<file path="src/rtl/alu_sequencer.sv">
// Control-side driver for the 16-bit combinational ALU: request/response handshakes,
// opcode-to-control encoding, and an optional multi-cycle multiply (`ALU_SEQ_MUL_EN).
module alu_sequencer #(
    parameter int W   = 16,
    parameter int OPW = 4
) (
    input  logic           clk,
    input  logic           rst_n,
    input  logic           req_valid,
    output logic           req_ready,
    input  logic [OPW-1:0] req_op,
    input  logic [W-1:0]   req_a,
    input  logic [W-1:0]   req_b,
    output logic           rsp_valid,
    input  logic           rsp_ready,
    output logic [W-1:0]   rsp_data,
    output logic           rsp_cf,
    output logic           rsp_sf,
    output logic           rsp_zf,
    output logic           rsp_err,
    output logic [W-1:0]   alu_a,
    output logic [W-1:0]   alu_b,
    output logic           alu_ci,
    output logic           alu_nb,
    output logic           alu_ic,
    output logic           alu_na,
    output logic           alu_xo,
    output logic           alu_no,
    output logic           alu_sr,
    output logic           alu_ss,
    input  logic [W-1:0]   alu_out,
    input  logic           alu_cf,
    input  logic           alu_sf,
    input  logic           alu_zf
);

    localparam logic [OPW-1:0] OP_ADD = OPW'(0);
    localparam logic [OPW-1:0] OP_SUB = OPW'(1);
    localparam logic [OPW-1:0] OP_XOR = OPW'(2);
    localparam logic [OPW-1:0] OP_INC = OPW'(3);
    localparam logic [OPW-1:0] OP_DEC = OPW'(4);
    localparam logic [OPW-1:0] OP_NOT = OPW'(5);
    localparam logic [OPW-1:0] OP_NEG = OPW'(6);
    localparam logic [OPW-1:0] OP_OR  = OPW'(7);
    localparam logic [OPW-1:0] OP_AND = OPW'(8);
    localparam logic [OPW-1:0] OP_SHL = OPW'(9);
    localparam logic [OPW-1:0] OP_SHR = OPW'(10);
    localparam logic [OPW-1:0] OP_SAR = OPW'(11);
`ifdef ALU_SEQ_MUL_EN
    localparam logic [OPW-1:0] OP_MUL = OPW'(12);
`endif

`ifdef ALU_SEQ_MUL_EN
    typedef enum logic [2:0] {IDLE, EXEC, MUL_ADD, MUL_DBL, RESP} state_t;
`else
    typedef enum logic [2:0] {IDLE, EXEC, RESP} state_t;
`endif

    typedef struct packed {
        logic ci;
        logic nb;
        logic ic;
        logic na;
        logic xo;
        logic no;
        logic sr;
        logic ss;
    } ctl_t;

    typedef enum logic [1:0] {B_REG, B_ZERO, B_A} bsel_t;

    typedef struct packed {
        ctl_t  ctl;
        bsel_t bsel;
        logic  legal;
    } dec_t;

    function automatic dec_t decode(input logic [OPW-1:0] op);
        dec_t d;
        d.ctl   = '0;
        d.bsel  = B_REG;
        d.legal = 1'b1;
        case (op)
            OP_ADD: ;
            OP_SUB: begin d.ctl.ci = 1'b1; d.ctl.nb = 1'b1; end
            OP_XOR: d.ctl.ic = 1'b1;
            OP_INC: begin d.bsel = B_ZERO; d.ctl.ci = 1'b1; end
            OP_DEC: begin d.bsel = B_ZERO; d.ctl.nb = 1'b1; end
            OP_NOT: begin d.bsel = B_ZERO; d.ctl.nb = 1'b1; d.ctl.ic = 1'b1; end
            OP_NEG: begin d.bsel = B_ZERO; d.ctl.ci = 1'b1; d.ctl.na = 1'b1; end
            OP_OR:  begin d.ctl.ic = 1'b1; d.ctl.xo = 1'b1; end
            OP_AND: begin
                d.ctl.ic = 1'b1; d.ctl.na = 1'b1; d.ctl.nb = 1'b1;
                d.ctl.no = 1'b1; d.ctl.xo = 1'b1;
            end
            OP_SHL: d.bsel = B_A;
            OP_SHR: begin d.bsel = B_ZERO; d.ctl.sr = 1'b1; end
            OP_SAR: begin d.bsel = B_ZERO; d.ctl.sr = 1'b1; d.ctl.ss = 1'b1; end
`ifdef ALU_SEQ_MUL_EN
            OP_MUL: ;
`endif
            default: d.legal = 1'b0;
        endcase
        return d;
    endfunction

    state_t         state_q, state_d;
    logic [OPW-1:0] op_q;
    logic [W-1:0]   a_q, b_q;
    logic           err_q;
    dec_t           dec;
    ctl_t           ctl;
    logic           accept;

`ifdef ALU_SEQ_MUL_EN
    logic [W-1:0]   acc_q, mcand_q, mplier_q;
    logic [4:0]     iter_q;
    logic           cfs_q;
`endif

    assign dec    = decode(op_q);
    assign accept = req_valid && (state_q == IDLE);

    assign alu_ci = ctl.ci;
    assign alu_nb = ctl.nb;
    assign alu_ic = ctl.ic;
    assign alu_na = ctl.na;
    assign alu_xo = ctl.xo;
    assign alu_no = ctl.no;
    assign alu_sr = ctl.sr;
    assign alu_ss = ctl.ss;

    always_ff @(posedge clk or negedge rst_n) begin
        if (!rst_n) state_q <= IDLE;
        else        state_q <= state_d;
    end

    always_comb begin
        // NOTE: every output gets a default before the case so no path infers a latch.
        state_d   = state_q;
        ctl       = '0;
        alu_a     = '0;
        alu_b     = '0;
        req_ready = 1'b0;
        rsp_valid = 1'b0;
        case (state_q)
            IDLE: begin
                req_ready = 1'b1;
                if (req_valid) begin
                    state_d = EXEC;
`ifdef ALU_SEQ_MUL_EN
                    if (req_op == OP_MUL) state_d = MUL_ADD;
`endif
                end
            end
            EXEC: begin
                // Illegal opcodes occupy the EXEC slot with the ALU idle, keeping latency uniform.
                if (!err_q) begin
                    ctl   = dec.ctl;
                    alu_a = a_q;
                    case (dec.bsel)
                        B_ZERO:  alu_b = '0;
                        B_A:     alu_b = a_q;
                        default: alu_b = b_q;
                    endcase
                end
                state_d = RESP;
            end
`ifdef ALU_SEQ_MUL_EN
            MUL_ADD: begin
                alu_a   = acc_q;
                alu_b   = mcand_q;
                state_d = MUL_DBL;
            end
            MUL_DBL: begin
                alu_a   = mcand_q;
                alu_b   = mcand_q;
                state_d = (iter_q == 5'd15) ? RESP : MUL_ADD;
            end
`endif
            RESP: begin
                rsp_valid = 1'b1;
                if (rsp_ready) state_d = IDLE;
            end
            default: state_d = IDLE;
        endcase
    end

    always_ff @(posedge clk or negedge rst_n) begin
        if (!rst_n) begin
            op_q     <= '0;
            a_q      <= '0;
            b_q      <= '0;
            err_q    <= 1'b0;
            rsp_data <= '0;
            rsp_cf   <= 1'b0;
            rsp_sf   <= 1'b0;
            rsp_zf   <= 1'b0;
            rsp_err  <= 1'b0;
`ifdef ALU_SEQ_MUL_EN
            acc_q    <= '0;
            mcand_q  <= '0;
            mplier_q <= '0;
            iter_q   <= '0;
            cfs_q    <= 1'b0;
`endif
        end else begin
            // NOTE: non-blocking so every register samples values from before the edge.
            if (accept) begin
                op_q  <= req_op;
                a_q   <= req_a;
                b_q   <= req_b;
                err_q <= !decode(req_op).legal;
`ifdef ALU_SEQ_MUL_EN
                acc_q    <= '0;
                mcand_q  <= req_a;
                mplier_q <= req_b;
                iter_q   <= '0;
                cfs_q    <= 1'b0;
`endif
            end
            case (state_q)
                EXEC: begin
                    rsp_data <= err_q ? '0 : alu_out;
                    rsp_cf   <= !err_q && alu_cf;
                    rsp_sf   <= !err_q && alu_sf;
                    rsp_zf   <= !err_q && alu_zf;
                    rsp_err  <= err_q;
                end
`ifdef ALU_SEQ_MUL_EN
                MUL_ADD: begin
                    if (mplier_q[0]) begin
                        acc_q <= alu_out;
                        cfs_q <= cfs_q | alu_cf;
                    end
                end
                MUL_DBL: begin
                    mcand_q  <= alu_out;
                    mplier_q <= mplier_q >> 1;
                    iter_q   <= iter_q + 5'd1;
                    if (iter_q == 5'd15) begin
                        rsp_data <= acc_q;
                        rsp_cf   <= cfs_q;
                        rsp_sf   <= acc_q[W-1];
                        rsp_zf   <= (acc_q == '0);
                        rsp_err  <= 1'b0;
                    end
                end
`endif
                default: ;
            endcase
        end
    end

endmodule

</file>
<file path="config.mk">
export PLATFORM = sky130hd
export DESIGN_NAME = alu_sequencer
export DESIGN_NICKNAME = d
export VERILOG_FILES = /design/src/rtl/alu_sequencer.sv
export SDC_FILE = /design/constraint.sdc
export NUM_CORES = 1
export LEC_CHECK = 0
export CORE_MARGIN = 2
export CORE_UTILIZATION = 42
export DETAILED_ROUTE_END_ITERATION = 10
export HOLD_SLACK_MARGIN = 0.03
export PLACE_DENSITY = 0.89
export REMOVE_ABC_BUFFERS = 1
export SLEW_MARGIN = 20
export SYNTH_ARGS = -nofsm -noshare
export SYNTH_HDL_FRONTEND = slang
export SYNTH_SLANG_ARGS = --single-unit
</file>
<file path="constraint.sdc">
create_clock -name clk -period 2.3 [get_ports clk]
set_input_delay 0.23 -clock clk [delete_from_list [all_inputs] [get_ports clk]]
set_output_delay 0.23 -clock clk [all_outputs]
set_load 0.05 [all_outputs]
</file>
# [Yosys cells after proc, flatten, opt, wreduce, memory -nomap -nowiden]
# Cells that the tools add are included.
[op_classes] reduce_logical=17 n_mux=24 eq_ne=28
[op_table] operator="$mux 16" count=5
[op_table] operator="$eq 4x3->1 const B" count=8
[op_table] operator="$eq 4x4->1 const B" count=8
[op_table] operator="$pmux 16 s2" count=1
[op_table] operator="$eq 4x2->1 const B" count=4
[op_table] operator="$mux 8" count=2
[op_table] operator="$mux 1" count=12
[op_table] operator="$reduce_or 12->1" count=1
[op_table] operator="$pmux 3 s3" count=1
[op_table] operator="$eq 4x1->1 const B" count=2
[op_table] operator="$reduce_or 4->1" count=2
[op_table] operator="$mux 3" count=2
[op_table] operator="$reduce_or 2->1" count=3
[op_table] operator="$reduce_or 6->1" count=1
[op_table] operator="$logic_and 1x1->1" count=4
[op_table] operator="$logic_not 4->1" count=1
[op_table] operator="$ne 2x2->1 const B" count=2
[op_table] operator="$pmux 2 s2" count=1
[op_table] operator="$eq 3x1->1 const B" count=1
[op_table] operator="$eq 3x2->1 const B" count=1
[op_table] operator="$logic_not 3->1" count=1
[op_table] operator="$reduce_or 3->1" count=1
[op_table] operator="$eq 2x1->1 const B" count=1
[op_table] operator="$eq 2x2->1 const B" count=1
[op_table] operator="2 further kinds" count=3
[totals] in_bits=59 ff_bits=60 out_inout_bits=62

# [Longest topological paths before layout]
# Gate-level depths: netlist of the first run.
[logic_depth] ltp_word=7 ltp_mapped=9 mapped_depth_nobuf=6

# [Worst setup path before layout of the first run]
# No wires, ideal clock.
[synth_path] kind="reg2out" from="register op_q[1]" to="output port alu_b[10]" stages_incl_launch_ff=9 required_ns=2.070 path_slack_ns=-0.371 path_buffers=3 t_arrival_ns=2.441 path_cell_list="dfrtp_1 buf_2 nor3b_1 and2_1 ha_1 clkbuf_1 clkbuf_1 nand3b_1 a21oi_1"
[synth_between] elab_chain_len=7 elab_cells_between_ends=14 cone_classes="eq/ne: 9; mux: 4; reduce/logical: 1"
[synth_lines] item="start: declaration" line_no="108" rtl="logic [OPW-1:0] op_q;"
[synth_lines] item="start signal: assignment" line_no="210" rtl="op_q <= req_op;"
[synth_lines] item="$eq 4x4->1, or another cell as far along"
[synth_lines] item="$reduce_or 6->1 (no source line)"
[synth_lines] item="$pmux 2 s2 (*)" line_no="83" rtl="case (op)"
[synth_lines] item="$eq 2x2->1 or $eq 2x1->1 (tied branches)" line_no="161" rtl="case (dec.bsel)"
[synth_lines] item="$pmux 16 s2 (*)" line_no="161"
[synth_lines] item="$mux 16 (*)" line_no="158" rtl="if (!err_q) begin"
[synth_lines] item="$mux 16 (*)" line_no="146" rtl="case (state_q)"
[synth_lines] item="end: declaration" line_no="22" rtl="output logic [W-1:0] alu_b,"
# Mark *: on every way between the ends. The rest lies on a longest branch, timed or not.

# [Final worst setup path of the first run]
[layout_path] from="register op_q[2]" to="output port alu_b[9]"
# The elaborated chain is that of the path after synthesis.

==> run summary, run 1 <==
Vias per cell = 5.34
Die Wd = 85.1 um
Average size of a mapped cell = 11.6 um2
TritonCTS buffer count = 9
Worst vdd ir = 1120 uV
Final core occ = 0.763
Worst-Skew Late Latency = 330 ps
ANT cells = 0
Clock slew seen by the registers of the worst setup and hold paths = 60 ps
Drt initial violations = 88
Power Internal = 4.10 mW
Row cnt = 29
Worst setup margin = -33.8 ps
H-tree depth = 3
Wire per inst = 17.7 um
Status = finished with violations
Final Hold Viols = 0
Largest net degree at the start of global routing = 41
Synthesis-stage register bit count = 59
Min-delay worst type = in2async
Synth top area share = 0.534
Final hold slack = 490 ps
Critical Path AT = 2100 ps
Final clock skew = 7.32 ps
Leakage = 1.98 nW
Commonest cells post-synth = dfrtp_1 (59), mux2_2 (33), a21oi_1 (20)
Vias in the first global route = 2542
Pre-antenna DRT Iters = 4
Final Slew Violations = 0
DIE HEIGHT = 85.1 um
Fmax = 428 MHz
Final setup vio count = 7
Overall Global Routing Usage = 0.228
DRC = 0
Root buf cell = clkbuf_8
Top Ports = 121
Sequential area share after synthesis = 0.534
Comb power frac = 0.631
Slew HR = 0.528
Asr flop ratio synth = 1.00
HPWL after detailed placement = 5.39 mm
Port bufs = 120
Final estimated routing congestion in global placement = 0.741
Worst-Margin Slew = 709 ps
Psw = 3.32 mW
MaxCap Viol Count = 0
Yosys Warn Count = 0
Setup slack, reg-to-reg = 620 ps
Cells on worst reg2reg path = 4
Initial Util = 0.435
Synth top area cells = dfrtp_1 (53%), mux2_2 (13%), a22o_1 (6.0%), nand3b_1 (4.3%), and2_1 (3.8%)
Final Cycle Share = 1.01
First-pass GRT wire length = 12.7 mm
RSZ-0062 raised after global routing = yes
R2R Path Start = state_q[1]$_DFFE_PN0P_
Fin crit period = 2330 ps
# nets final = 430
Worst-path fanout max = 20
Grt ovf = 0
Main synth FF type = dfrtp_1
Vias = 2407
Crit Path Category = reg2out
Most frequent cell after synthesis = dfrtp_1
Violated checks = negative setup slack
Clk pwr share = 0.114
Clk buf depth = 2
DRT antenna net count = 0
Count of cell types in the netlist = 28
Post-synth EDFFs = 0
Share of power burned in registers = 0.255
CTS sink cnt = 59
R2R Path End = rsp_data[2]$_DFFE_PN0P_
Synthesized instance count = 239
Layout cell share with drive strength beyond 1 = 0.372
Critical Path End Type = output port
CTS tree = yes
Full die area = 0.00725 mm2
Final wirelength = 8.00 mm
PwrDens = 1530 mW/mm2
Initial antenna violation count = 0
Cell area after synthesis = 0.00277 mm2
Largest area contributor in the netlist = dfrtp_1
Core Box Area = 0.00635 mm2
Critical Path RT = 2070 ps
Sw Ratio = 0.447
Critical path startpoint category = flip-flop
Area growth from synthesis to layout = 75.2%
Filler cells = 389
registers in the layout, indices dropped and copies added (netlist names), 2 cells and up:
register  count
b_q          16
op_q          4
rsp_data     16
a_q          16
state_q       2
worst max path at each step:
stage	startpoint	end	slack [ps]	depth (start not counted)
4_1_cts	op_q[3]$_DFFE_PN0P_	alu_b[9]	0.5	7
2_1_floorplan	op_q[1]$_DFFE_PN0P_	alu_b[0]	-300	5
3_3_place_gp	op_q[2]$_DFFE_PN0P_	alu_b[6]	230	7
6_report	op_q[2]$_DFFE_PN0P_	alu_b[9]	-30	7
3_5_place_dp	op_q[2]$_DFFE_PN0P_	alu_b[9]	120	7
5_1_grt	op_q[3]$_DFFE_PN0P_	alu_b[6]	-120	8
final cells by class:
cell class / instances / area, um2 / share of cell area
sequential: 59 / 1480 / 0.305
clock inverter: 2 / 10.0 / 0.00207
inverter: 4 / 15.0 / 0.00310
clock buffer: 13 / 169 / 0.0349
multi-input combinational: 156 / 1290 / 0.266
tap: 77 / 96.3 / 0.0199
timing repair buffer: 140 / 1790 / 0.369
repair_timing:
item                                    in CTS  in global routing
endpoints found under the setup margin      16                 20
resized for setup                           28                  6
gates cloned                                 0                  0
hold buffers                                 1                  0
endpoints found under the hold margin       30                  0
buffers inserted                             5                  0
pin swaps                                    3                 17
through the flow:
stage | cells | TNS, ps | instance area [um2] | power [mW] | worst slack, ps
after CTS | 451 | 0 | 4820 | 7.36 | 0.522
after global routing | 451 | -1310 | 4840 | 7.77 | -119
after global placement | 430 | 0 | 4480 | 6.07 | 228
final | 451 | -162 | 4840 | 7.43 | -33.8
after detailed placement | 430 | 0 | 4480 | 6.20 | 117
after floorplan | 219 | -13970 | 2650 | 4.35 | -303
layer usage:
metal | track usage | share of wire | up-vias
li1 | - | - | 1095
met1 | 0.285 | 0.42 | 1211
met2 | 0.376 | 0.50 | 83
met3 | 0.0574 | 0.054 | 18
met4 | 0.0952 | 0.024 | 0
met5 | 0 | 0 | -
power by group through the flow:
| stage | Clock (mW) | Combinational, mW | Sequential [mW] |
|---|---|---|---|
| after global routing | 0.904 | 4.91 | 1.96 |
| after CTS | 0.860 | 4.61 | 1.89 |
| after floorplan | 0 | 1.97 | 2.38 |
| after global placement | 0 | 4.21 | 1.86 |
| final | 0.850 | 4.69 | 1.89 |
| after detailed placement | 0 | 4.30 | 1.90 |
cells by family (layout without fill, tap and decap cells):
logic type               count (synthesis)  after routing  synth area share
XOR/XNOR                                 2              2           0.00634
flip-flops                              59             59             0.534
adder cells (fa/ha/maj)                  1              1           0.00452
AND/OR/NAND/NOR                         73             73             0.157
buffers and inverters                   24            159            0.0457
multiplexers                            36             36             0.147
AO/OA/AOI/OAI                           44             44             0.106
worst max-delay path: stages, from the launching register on:
cell and delay (ps):
dfrtp_2 430, nor2b_2 200, a21oi_4 190, ha_4 230, buf_8 150, nand3b_1 180, a21oi_2 210, buf_12 170
placed cells by master (no fill, tap or decap), types with 2 or more instances in the layout:
cell | synthesis | layout
nand3_1 | 2 | 2
mux2_1 | 3 | 3
inv_1 | 4 | 4
dfrtp_1 | 59 | 58
nand2b_1 | 4 | 4
o21ai_0 | 4 | 3
and2_1 | 17 | 16
clkbuf_8 | 0 | 12
clkinv_2 | 0 | 2
nor2_1 | 5 | 4
buf_12 | 0 | 42
mux2_2 | 33 | 33
a21oi_1 | 20 | 3
nor3_2 | 1 | 5
a21oi_2 | 0 | 16
buf_4 | 6 | 14
xor2_1 | 2 | 2
a22o_1 | 19 | 19
buf_6 | 1 | 2
nand2_1 | 19 | 18
nand3b_1 | 16 | 16
clkdlybuf4s50_1 | 0 | 79
Power figures use the tool's default switching activity.
==> run 2, diff against run 1 <==
- PLACE_DENSITY: 0.89 -> 0.84
==> run summary, run 2 (synthesized netlist as in run 1, its figures left out) <==
Status = finished with violations (unchanged)
Violated checks = negative setup slack (unchanged)
Dpl ws = 82.5 ps (was 117 ps)
Grt ovf = 0 (unchanged)
Power Internal = 4.26 mW (was 4.10 mW)
Slew HR = 0.440 (was 0.528)
Commonest non-fill, non-tap cell in the layout = clkdlybuf4s50_1 (unchanged)
Clk buf depth = 2 (unchanged)
Final Slew Violations = 0 (unchanged)
Most frequent cells in the layout = clkdlybuf4s50_1 (79), dfrtp_1 (56), buf_12 (41) (was clkdlybuf4s50_1 (79), dfrtp_1 (58), buf_12 (42))
DRC = 0 (unchanged)
Critical path startpoint category = flip-flop (unchanged)
DIE HEIGHT = 85.1 um (unchanged)
HPWL after detailed placement = 5.16 mm (was 5.39 mm)
Sw Ratio = 0.443 (was 0.447)
Clock slew seen by the registers of the worst setup and hold paths = 70 ps (was 60 ps)
Clk pwr share = 0.121 (was 0.114)
Vias per cell = 5.18 (was 5.34)
Worst-path fanout max = 8 (was 20)
Final setup vio count = 5 (was 7)
Drt initial violations = 68 (was 88)
Final core occ = 0.775 (was 0.763)
MaxCap Viol Count = 0 (unchanged)
Root buf cell = clkbuf_8 (unchanged)
Final Hold Viols = 0 (unchanged)
RSZ-0062 raised after global routing = yes (unchanged)
CTS sink cnt = 59 (unchanged)
ANT cells = 0 (unchanged)
Worst-Margin Slew = 841 ps (was 709 ps)
Vias = 2382 (was 2407)
Filler cells = 373 (was 389)
Layout cell share with drive strength beyond 1 = 0.392 (was 0.372)
Psw = 3.39 mW (was 3.32 mW)
Min-delay worst type = in2reg (was in2async)
Initial antenna violation count = 0 (unchanged)
Crit Path Category = reg2out (unchanged)
Placed instance area = 0.00446 mm2 (was 0.00448 mm2)
Multi-input logic area = 0.00132 mm2 (was 0.00129 mm2)
Fmax = 427 MHz (was 428 MHz)
Worst-Skew Late Latency = 330 ps (about the same)
Layout Cells excl Fill = 460 (was 451)
Final Cycle Share = 1.02 (was 1.01)
Top Ports = 121 (unchanged)
PwrDens = 1550 mW/mm2 (was 1530 mW/mm2)
Top flop regs = a_q x16, b_q x16, rsp_data x16 (unchanged)
Vias in the first global route = 2586 (was 2542)
Area growth from synthesis to layout = 78.0% (was 75.2%)
Overall Global Routing Usage = 0.227 (was 0.228)
Pre-antenna DRT Iters = 4 (unchanged)
Row cnt = 29 (unchanged)
Initial Util = 0.435 (unchanged)
Share of power burned in registers = 0.249 (was 0.255)
Final estimated routing congestion in global placement = 0.787 (was 0.741)
Comb power frac = 0.631 (about the same)
Fin crit period = 2340 ps (was 2330 ps)
Critical Path AT = 2110 ps (was 2100 ps)
DRT antenna net count = 0 (unchanged)
Core Box Area = 0.00635 mm2 (unchanged)
Critical Path End Type = output port (unchanged)
Full die area = 0.00725 mm2 (unchanged)
Worst setup margin = -42.2 ps (was -33.8 ps)
Wire per inst = 17.5 um (was 17.7 um)
Storage element area = 0.00148 mm2 (about the same)
Final clock skew = 3.94 ps (was 7.32 ps)
Critical Path RT = 2070 ps (about the same)
TritonCTS buffer count = 9 (unchanged)
CTS tree = yes (unchanged)
Final wirelength = 8.04 mm (was 8.00 mm)
H-tree depth = 3 (unchanged)
Port bufs = 120 (unchanged)
Final instance area = 0.00492 mm2 (was 0.00484 mm2)
Placed Cells = 429 (was 430)
First-pass GRT wire length = 12.9 mm (was 12.7 mm)
Die Wd = 85.1 um (unchanged)
Worst vdd ir = 1010 uV (was 1120 uV)
Largest net degree at the start of global routing = 41 (unchanged)
Leakage = 2.02 nW (was 1.98 nW)
Final hold slack = 486 ps (was 490 ps)
# nets final = 438 (was 430)
run 2: per-stage QoR:
stage,power (mW),setup TNS [ps]
2_1_floorplan,4.35,-13970
3_3_place_gp,6.05,0
3_5_place_dp,6.16,0
4_1_cts,7.54,-123
5_1_grt,8.03,-1450
6_report,7.65,-76.8
run 2: timing repair:
item	4_1_cts	5_1_grt
setup endpoints to repair	17	23
resized for setup	28	9
setup buffers	10	2
endpoints found under the hold margin	21	0
pin swaps	13	6
cloned	2	1
hold buffers	1	0
run 2: final timing paths:
check | from | endpoint | slack (ps) | cells past startpoint
worst max-delay path | op_q[2]$_DFFE_PN0P_ | alu_b[5] | -40 | 7
worst min-delay path | rsp_ready | state_q[1]$_DFFE_PN0P_ | 490 | 2
worst max register to register | state_q[0]$_DFFE_PN0P_ | rsp_data[4]$_DFFE_PN0P_ | 660 | 4
worst min register to register | rsp_data[2]$_DFFE_PN0P_ | rsp_data[2]$_DFFE_PN0P_ | 510 | 1
max in group asynchronous | rst_n | rsp_data[0]$_DFFE_PN0P_ | 1040 | 3
min in group asynchronous | rst_n | rsp_data[3]$_DFFE_PN0P_ | 560 | 2
run 2: cell type report:
cell class / instances / share of cell area
multi-input combinational: 157 / 0.268
tap: 77 / 0.0196
clock buffer: 11 / 0.0287
sequential: 59 / 0.301
timing repair buffer: 147 / 0.370
inverter: 4 / 0.00305
clock inverter: 5 / 0.0107
run 2: layer usage:
| metal | up-vias | track usage | wire (um) |
|---|---|---|---|
| met5 | - | 0 | 0 |
| li1 | 1114 | - | - |
| met2 | 79 | 0.381 | 4190 |
| met1 | 1178 | 0.283 | 3220 |
| met4 | 0 | 0.0534 | 108 |
| met3 | 11 | 0.0798 | 525 |
run 2: worst max-delay path, stage by stage, from the launching register on:
cell      delay (ps)
dfrtp_2          440
nor3b_4          240
and2_4           180
ha_4             210
buf_6            140
nand3b_1         190
a21oi_2          220
buf_12           160
run 2: power groups by stage:
stage               clock, mW  combinational, mW  sequential, mW
finish                  0.922               4.82            1.90
floorplan                   0               1.97            2.38
detailed placement          0               4.26            1.91
CTS                     0.941               4.72            1.88
global route            0.994               5.06            1.98
global placement            0               4.18            1.87
